$ cat src/rtl/alu_seq_pkg.sv
// alu_seq_pkg: opcodes, FSM states and flag record shared by the alu_seq slice.
package alu_seq_pkg;
  localparam logic [3:0] OP_LAND = 4'd0;
  localparam logic [3:0] OP_BAND = 4'd1;
  localparam logic [3:0] OP_LOR  = 4'd2;
  localparam logic [3:0] OP_BOR  = 4'd3;
  localparam logic [3:0] OP_ADD  = 4'd4;
  localparam logic [3:0] OP_XOR  = 4'd5;
  localparam logic [3:0] OP_LXOR = 4'd6;
  localparam logic [3:0] OP_SUB  = 4'd7;
  localparam logic [3:0] OP_ADC  = 4'd8;
  localparam logic [3:0] OP_SBC  = 4'd9;
  localparam logic [3:0] OP_MUL  = 4'd10;
  localparam logic [3:0] OP_MOV  = 4'd11;
  typedef enum logic [1:0] {S_IDLE, S_MUL, S_HOLD} state_t;
  typedef struct packed {
    logic n;
    logic z;
    logic c;
    logic v;
  } flags_t;
endpackage

$ cat src/rtl/alu_seq_if.sv
// alu_seq_if: operand/result handshake bundle between operand fetch, alu_seq and writeback.
interface alu_seq_if #(parameter int WIDTH = 32);
  logic             in_valid;
  logic             in_ready;
  logic [3:0]       op;
  logic [0:WIDTH-1] a;
  logic [0:WIDTH-1] b;
  logic             set_flags;
  logic             out_valid;
  logic             out_ready;
  logic [0:WIDTH-1] result;
  logic             flag_n;
  logic             flag_z;
  logic             flag_c;
  logic             flag_v;
  modport master (
    output in_valid, op, a, b, set_flags, out_ready,
    input  in_ready, out_valid, result, flag_n, flag_z, flag_c, flag_v
  );
  modport slave (
    input  in_valid, op, a, b, set_flags, out_ready,
    output in_ready, out_valid, result, flag_n, flag_z, flag_c, flag_v
  );
endinterface

$ cat src/rtl/alu_seq_mul.sv
// alu_seq_mul: WIDTH-cycle unsigned shift-add multiplier; done flags the final iteration,
// during which product already carries the completed low WIDTH bits.
module alu_seq_mul #(parameter int WIDTH = 32) (
  input  logic             clk,
  input  logic             rst_n,
  input  logic             start,
  input  logic [WIDTH-1:0] a,
  input  logic [WIDTH-1:0] b,
  output logic             done,
  output logic [WIDTH-1:0] product
);
  localparam int CW = $clog2(WIDTH + 1);
  logic [WIDTH-1:0] acc, mcand, mplier, step;
  logic [CW-1:0]    cnt;
  assign step    = acc + (mplier[0] ? mcand : '0);
  assign done    = cnt == CW'(1);
  assign product = step;
  always_ff @(posedge clk or negedge rst_n) begin
    if (!rst_n) begin
      acc    <= '0;
      mcand  <= '0;
      mplier <= '0;
      cnt    <= '0;
    end else if (start) begin
      acc    <= '0;
      mcand  <= a;
      mplier <= b;
      cnt    <= CW'(WIDTH);
    end else if (cnt != '0) begin
      acc    <= step;
      mcand  <= mcand << 1;
      mplier <= mplier >> 1;
      cnt    <= cnt - 1'b1;
    end
  end
endmodule

$ cat src/rtl/alu_seq.sv
// alu_seq: registered execute unit with N/Z/C/V flags and ADC/SBC carry chaining.
// Define ALU_SEQ_MUL_EN to build the iterative multiplier for opcode 10.
module alu_seq
  import alu_seq_pkg::*;
#(parameter int WIDTH = 32) (
  input logic      clk,
  input logic      rst_n,
  alu_seq_if.slave bus
);
  state_t           state;
  flags_t           flags, nf, mf;
  logic [0:WIDTH-1] res, r, bp, sum, prod;
  logic [WIDTH:0]   ext;
  logic             valid, accept, sub, arith, cin, is_mul, mul_done, mul_sf;
  assign sub    = bus.op == OP_SUB || bus.op == OP_SBC;
  assign arith  = sub || bus.op == OP_ADD || bus.op == OP_ADC;
  // SUB forces carry-in 1 (two's complement); ADC/SBC chain the stored C flag
  assign cin    = bus.op == OP_SUB || ((bus.op == OP_ADC || bus.op == OP_SBC) && flags.c);
  assign bp     = sub ? ~bus.b : bus.b;
  assign ext    = {1'b0, bus.a} + {1'b0, bp} + (WIDTH+1)'(cin);
  assign sum    = ext[WIDTH-1:0];
  assign accept = bus.in_valid && bus.in_ready;
  always_comb begin
    r = bus.a;
    case (bus.op)
      OP_LAND: r = WIDTH'((|bus.a) && (|bus.b));
      OP_BAND: r = bus.a & bus.b;
      OP_LOR:  r = WIDTH'((|bus.a) || (|bus.b));
      OP_BOR:  r = bus.a | bus.b;
      OP_XOR:  r = bus.a ^ bus.b;
      OP_LXOR: r = WIDTH'((|bus.a) ^ (|bus.b));
      OP_ADD, OP_SUB, OP_ADC, OP_SBC: r = sum;
      OP_MOV:  r = bus.b;
      default: r = bus.a;
    endcase
  end
  assign nf = '{n: r[0], z: r == '0,
                c: arith ? ext[WIDTH] : flags.c,
                v: arith ? (bus.a[0] == bp[0] && r[0] != bus.a[0]) : flags.v};
  assign mf = '{n: prod[0], z: prod == '0, c: flags.c, v: flags.v};
`ifdef ALU_SEQ_MUL_EN
  assign is_mul = bus.op == OP_MUL;
  alu_seq_mul #(.WIDTH(WIDTH)) u_mul (
    .clk     (clk),
    .rst_n   (rst_n),
    .start   (accept && is_mul),
    .a       (bus.a),
    .b       (bus.b),
    .done    (mul_done),
    .product (prod)
  );
`else
  assign is_mul   = 1'b0;
  assign mul_done = 1'b0;
  assign prod     = '0;
`endif
  assign bus.in_ready  = state != S_MUL && (!valid || bus.out_ready);
  assign bus.out_valid = valid;
  assign bus.result    = res;
  assign bus.flag_n    = flags.n;
  assign bus.flag_z    = flags.z;
  assign bus.flag_c    = flags.c;
  assign bus.flag_v    = flags.v;
  // accept takes priority over drain so HOLD sustains one op per cycle
  always_ff @(posedge clk or negedge rst_n) begin
    if (!rst_n) begin
      state  <= S_IDLE;
      res    <= '0;
      valid  <= 1'b0;
      flags  <= '0;
      mul_sf <= 1'b0;
    end else if (accept && !is_mul) begin
      res   <= r;
      valid <= 1'b1;
      state <= S_HOLD;
      if (bus.set_flags) flags <= nf;
    end else if (accept) begin
      valid  <= 1'b0;
      mul_sf <= bus.set_flags;
      state  <= S_MUL;
    end else if (mul_done && state == S_MUL) begin
      res   <= prod;
      valid <= 1'b1;
      state <= S_HOLD;
      if (mul_sf) flags <= mf;
    end else if (valid && bus.out_ready) begin
      valid <= 1'b0;
      state <= S_IDLE;
    end
  end
endmodule
$ cat src/flat_wrapper.sv
// flat-port wrapper written by rule: the top's interface ports become plain ports
module alu_seq_flat import alu_seq_pkg::*;
#(parameter int WIDTH = 32)
  (clk, rst_n, bus_in_valid, bus_op, bus_a, bus_b, bus_set_flags, bus_out_ready, bus_in_ready, bus_out_valid, bus_result, bus_flag_n, bus_flag_z, bus_flag_c, bus_flag_v);
  alu_seq_if #(.WIDTH(WIDTH)) bus_i ();
  input logic clk;
  input logic rst_n;
  input wire logic [$bits(bus_i.in_valid)-1:0] bus_in_valid;
  input wire logic [$bits(bus_i.op)-1:0] bus_op;
  input wire logic [$bits(bus_i.a)-1:0] bus_a;
  input wire logic [$bits(bus_i.b)-1:0] bus_b;
  input wire logic [$bits(bus_i.set_flags)-1:0] bus_set_flags;
  input wire logic [$bits(bus_i.out_ready)-1:0] bus_out_ready;
  output wire logic [$bits(bus_i.in_ready)-1:0] bus_in_ready;
  output wire logic [$bits(bus_i.out_valid)-1:0] bus_out_valid;
  output wire logic [$bits(bus_i.result)-1:0] bus_result;
  output wire logic [$bits(bus_i.flag_n)-1:0] bus_flag_n;
  output wire logic [$bits(bus_i.flag_z)-1:0] bus_flag_z;
  output wire logic [$bits(bus_i.flag_c)-1:0] bus_flag_c;
  output wire logic [$bits(bus_i.flag_v)-1:0] bus_flag_v;
  assign bus_i.in_valid = bus_in_valid;
  assign bus_i.op = bus_op;
  assign bus_i.a = bus_a;
  assign bus_i.b = bus_b;
  assign bus_i.set_flags = bus_set_flags;
  assign bus_i.out_ready = bus_out_ready;
  assign bus_in_ready = bus_i.in_ready;
  assign bus_out_valid = bus_i.out_valid;
  assign bus_result = bus_i.result;
  assign bus_flag_n = bus_i.flag_n;
  assign bus_flag_z = bus_i.flag_z;
  assign bus_flag_c = bus_i.flag_c;
  assign bus_flag_v = bus_i.flag_v;
  alu_seq #(.WIDTH(WIDTH)) u_core (.clk(clk), .rst_n(rst_n), .bus(bus_i));
endmodule
$ cat config.mk
export PLATFORM = sky130hd
export DESIGN_NAME = alu_seq_flat
export DESIGN_NICKNAME = d
export VERILOG_FILES = /design/src/rtl/alu_seq_pkg.sv /design/src/rtl/alu_seq_if.sv /design/src/rtl/alu_seq_mul.sv /design/src/rtl/alu_seq.sv /design/src/flat_wrapper.sv
export SDC_FILE = /design/constraint.sdc
export NUM_CORES = 1
export LEC_CHECK = 0
export CAP_MARGIN = 5
export CORE_MARGIN = 3
export CORE_UTILIZATION = 55
export DETAILED_ROUTE_END_ITERATION = 8
export PLACE_DENSITY_LB_ADDON = 0.2
export SETUP_SLACK_MARGIN = 0.5
export SLEW_MARGIN = 20
export SYNTH_ARGS = -nofsm -noshare
export SYNTH_HDL_FRONTEND = slang
export SYNTH_HIERARCHICAL = 1
export SYNTH_SLANG_ARGS = --single-unit
$ cat constraint.sdc
create_clock -name clk -period 4 [get_ports clk]
set_input_delay 0.6 -clock clk [delete_from_list [all_inputs] [get_ports clk]]
set_output_delay 0.6 -clock clk [all_outputs]
set_load 0.005 [all_outputs]
==> results of run 1 <==
-- cell usage after synthesis, types with 3 or more instances --
master     count
a211o_1        6
a211oi_1      15
a21boi_0       3
a21o_1        17
a21oi_1       57
a221oi_1      13
a222oi_1       4
a22oi_1       13
a2bb2oi_1      4
a31o_2         3
a31oi_1       12
and2_1         7
and3_1         8
buf_2         18
clkbuf_1      28
dfrtp_1       37
ha_1          97
inv_1         80
mux2_2        15
mux2i_1        3
nand2_1       68
nand2b_1       5
nand3_1       16
nand4_1       16
nor2_1        47
nor2b_1        6
nor3_1        12
nor4_1        21
nor4b_1        4
nor4bb_1       3
o2111ai_1      7
o211ai_1       7
o21a_1         8
o21ai_0       55
o21ai_1        8
o21bai_1       5
o221ai_1       4
o22ai_1        7
o31ai_1        7
or2_2          3
or3_1          4
xnor2_1       42
xor2_1         7
-- stage by stage --
step / cell area [µm²] / hold WS, ps / setup TNS, ps / worst slack (ps) / util [%]
after detailed placement: 9290 / 471 / -10150 / -995 / 83.5
after floorplan: 6590 / 304 / -387 / -257 / -
after CTS: 9940 / 423 / -26.0 / -26.0 / 89.3
after global placement: 9290 / 460 / -6110 / -774 / 83.5
-- metal layers --
| metal | GRT usage, % | overflow |
|---|---|---|
| met1 | 86.8 | 12 |
| met2 | 131 | 865 |
| met3 | 77.3 | 18 |
| met4 | 112 | 266 |
| met5 | 48.2 | 3 |
-- timing repair --
action / CTS
buffers inserted: 22
setup endpoints to repair: 32
pin swaps: 39
resized for setup: 84
-- cells by family after synthesis --
family | share of synthesized area [%]
flip-flops | 14.5
adder cells (fa/ha/maj) | 19.6
AND/OR/NAND/NOR | 18.9
multiplexers | 3.11
AO/OA/AOI/OAI | 29.3
buffers and inverters | 7.97
XOR/XNOR | 6.70
==> impl_metrics.ini, run 1 <==
[status]
outcome = aborted with a tool error
stop_stage = global routing (5_1_grt)
tool.error = [ERROR GRT-0232] Routing congestion too high. Check the congestion heatmap in the GUI.

[clock_network]
cts_buffer_depth = 2
cts_root_buffer = clkbuf_16
cts_buffers = 5
cts.sinks = 37
htreeDepth = 2
hold_buffers = 0

[logic_synthesis]
syn-num-nets = 1018
syn_avg_cell_area_um2 = 7.57
synth_area_mm2 = 0.00640
yosysTopAreaCell = ha_1
yosysWarnings = 6
netlist.area_leader.share_pct = 18.9
yosysSeqAreaShare_pct = 14.5
synth_area_leaders = ha_1, dfrtp_1, xnor2_1
synth-edff-count = 0
ys_ff_latch = 37
synth_cells = 846
synthArstFlopShare_pct = 100
yosysUniqueCellTypes = 75
synth_top_flop_cell = dfrtp_1

[die]
rows = 38
die_w_um = 114
start_util_pct = 57.6
die_y_um = 114
ioPinCount = 111

[timing]
grt_repair_worst_endpoint = u_core/bus.flag_z$_DFFE_PN0P_/D
worstEpCategory = sequential cell input

[place]
dp_cells = 1273
routabilityCongestion = 1.26
place_hpwl_um = 22000
portBuffers = 110

[global_route]
gr-usage-all-layers_pct = 99.8
grt_max_degree = 38
grt_overflow = 1164
==> inputs of run 2 (changes only) <==
--- a/config.mk
+++ b/config.mk
@@ -7,10 +7,9 @@
 export LEC_CHECK = 0
 export CAP_MARGIN = 5
 export CORE_MARGIN = 3
-export CORE_UTILIZATION = 55
+export CORE_UTILIZATION = 40
 export DETAILED_ROUTE_END_ITERATION = 8
-export PLACE_DENSITY_LB_ADDON = 0.2
-export SETUP_SLACK_MARGIN = 0.5
+export PLACE_DENSITY_LB_ADDON = 0.15
 export SLEW_MARGIN = 20
 export SYNTH_ARGS = -nofsm -noshare
 export SYNTH_HDL_FRONTEND = slang
==> run 2 against run 1 <==
The flow now finishes, with violations (setup timing); area after synthesis unchanged; synthesized cell count unchanged.
==> impl_metrics.ini, run 2 <==
[worst_setup_path]
path_class = in2reg
startpoint_type = input pin
cp_max_fo = 5
arrival_ps = 4270
critPathRequiredTime_ps = 4180
critPathCaptureType = register

[clock_network]
cts.reportedPaths.clkPinSlew_ps = 60
cts_buffers = 5
cts_root_buffer = clkbuf_16
htreeDepth = 2
cts_tree = done
cts_buffer_depth = 2
clk_latency_ps = 280
cts.sinks = 37

[place]
portBuffers = 110
detailed_place.area_mm2 = 0.00947
routabilityCongestion = 1.00
place_hpwl_um = 22300
dp_cells = 1362
dp_slack_ps = -989

[timing]
finalHoldViolCount = 0
worst_pin_slew_ps = 781
setup_tns_ps = -118
finalMaxSlewViolations = 0
fin_skew_ps = 8.47
post-route-min-period_ps = 4090
maxSlewHeadroom_pct = 47.9
rsz0062_at_grt = true
min_period_over_period_pct = 102
setup_viol = 2
fmax_ghz = 0.244
fin_hold_ws_ps = 398
worst_slack_ps = -94.3

[pwr]
power.share.clock_pct = 14.7
switchingPower_mw = 0.976
swShare_pct = 38.7
comb_power_share_pct = 65.5
irDropWorstVdd_mv = 0.218
power_mw = 2.52
powerDensity_mw_per_mm2 = 254
seqPwrFrac_pct = 19.9
p_leak_nw = 4.70
internal_power_mw = 1.54

[finish]
postLayoutCoreUtil_pct = 64.4
diodes = 0
largest_reg_flops = 32
layout_commonest_cell = buf_4
fin_cells = 1375
fillers = 1433
area_delta_synth_final_pct = 55.0
fin_nets = 1335
drive_above_1_share_pct = 28.4
final_area_mm2 = 0.00993
most-common-layout-cells = buf_4, clkdlybuf4s50_1, ha_1

[logic_synthesis]
synth_area_leaders = ha_1, dfrtp_1, xnor2_1
yosysSeqAreaShare_pct = 14.5
synth_most_common_cell = ha_1
yosysWarnings = 6
ys_top_cells_by_count = ha_1, inv_1, nand2_1
yosysUniqueCellTypes = 75
synth_cells = 846
yosysTopAreaCell = ha_1
synth_top_flop_cell = dfrtp_1
synthArstFlopShare_pct = 100
syn_avg_cell_area_um2 = 7.57
ys_ff_latch = 37
synth_area_mm2 = 0.00640
netlist.area_leader.share_pct = 18.9
synth-edff-count = 0
syn-num-nets = 1018

[route]
drtIter0Drc = 878
ant_nets = 0
drcViolationCount = 0
drt-total-wl_um = 26900
num_vias = 7848
viasPerCell = 5.71
post_drt_wl_per_cell_um = 19.5
firstDrtPassIters = 5

[global_route]
grt_antenna_before_repair = 0
first_global_vias = 7262
grt_overflow = 0
gr-usage-all-layers_pct = 29.3
grt_pass1_wl_um = 41000
grt_max_degree = 38

[die]
rows = 45
start_util_pct = 41.5
core_area_mm2 = 0.0154
ioPinCount = 111
die_w_um = 133
die_y_um = 133
design.die.area_mm2 = 0.0176

[status]
outcome = finished with violations
failed_checks = setup timing

[job]
cap_violations = 0

[hold_path]
hold_path_class = in2async
==> run 2: cell counts after synthesis <==
No cell type changed its count.
==> run 2: area by class of cell <==
| cell class | count | area, µm² | area share, % |
|---|---|---|---|
| Multi-Input combinational cell | 679 | 5270 | 53.0 |
| Timing Repair Buffer | 358 | 3020 | 30.4 |
| Sequential cell | 37 | 926 | 9.32 |
| Inverter | 82 | 314 | 3.16 |
| Tap cell | 211 | 264 | 2.66 |
| Clock buffer | 5 | 125 | 1.26 |
| Clock inverter | 3 | 17.5 | 0.176 |
==> run 2: cells by family (layout without fill, tap and decap cells) <==
| family | after synthesis | after routing | synth area share, % |
|---|---|---|---|
| multiplexers | 18 | 18 | 3.11 |
| flip-flops | 37 | 37 | 14.5 |
| XOR/XNOR | 49 | 49 | 6.70 |
| AO/OA/AOI/OAI | 278 | 278 | 29.3 |
| AND/OR/NAND/NOR | 235 | 235 | 18.9 |
| adder cells (fa/ha/maj) | 99 | 99 | 19.6 |
| buffers and inverters | 130 | 448 | 7.97 |
==> run 2: critical path, stage by stage <==
cell and delay (ps):
buf_8 110, nor3b_4 160, o21ai_4 300, xnor2_4 160, fa_2 250, inv_2 50, fa_2 350, and2b_1 220
o211ai_1 80, buf_4 170, a211o_4 370, a31o_1 240, a21oi_2 170, nor2b_1 90, a2111o_1 380, nor4_2 160
nand4_1 170, o41ai_2 230
==> run 2: repair_timing <==
action	in CTS	in global routing
resized for setup	62	18
setup endpoints to repair	20	3
hold buffers	0	0
pin swaps	29	7
buffers inserted	4	1
==> run 2: worst paths after layout <==
check                      slack, ps                               from  depth (start not counted)                           endpoint
max                              -90                          bus_op[3]                         18      u_core/bus.flag_z$_DFFE_PN0P_
min                              400                              rst_n                          1  u_core/bus.result[28]$_DFFE_PN0P_
max reg2reg                      230      u_core/bus.flag_c$_DFFE_PN0P_                         17   u_core/bus.result[7]$_DFFE_PN0P_
min reg2reg                      470  u_core/bus.result[17]$_DFFE_PN0P_                          2  u_core/bus.result[17]$_DFFE_PN0P_
max in group asynchronous       3100                              rst_n                          1   u_core/bus.result[8]$_DFFE_PN0P_
min in group clk                 470  u_core/bus.result[17]$_DFFE_PN0P_                          2  u_core/bus.result[17]$_DFFE_PN0P_
==> run 2: power by group through the flow <==
stage / Sequential (mW) / Combinational [mW] / Clock [mW]
after floorplan: 0.506 / 0.688 / 0
after global placement: 0.505 / 1.54 / 0
after detailed placement: 0.508 / 1.55 / 0
after CTS: 0.502 / 1.60 / 0.380
after global routing: 0.512 / 1.77 / 0.391
final: 0.501 / 1.65 / 0.370
==> run 2: routing by layer <==
metal | track usage, % | vias to the layer above | part of all wire, %
met2 | 43.8 | 409 | 42
met4 | 8.20 | 0 | 2.6
met1 | 43.8 | 3643 | 46
met3 | 4.22 | 42 | 9.7
li1 | - | 3754 | -
met5 | 0 | - | 0
(Power assumes the default switching activity.)
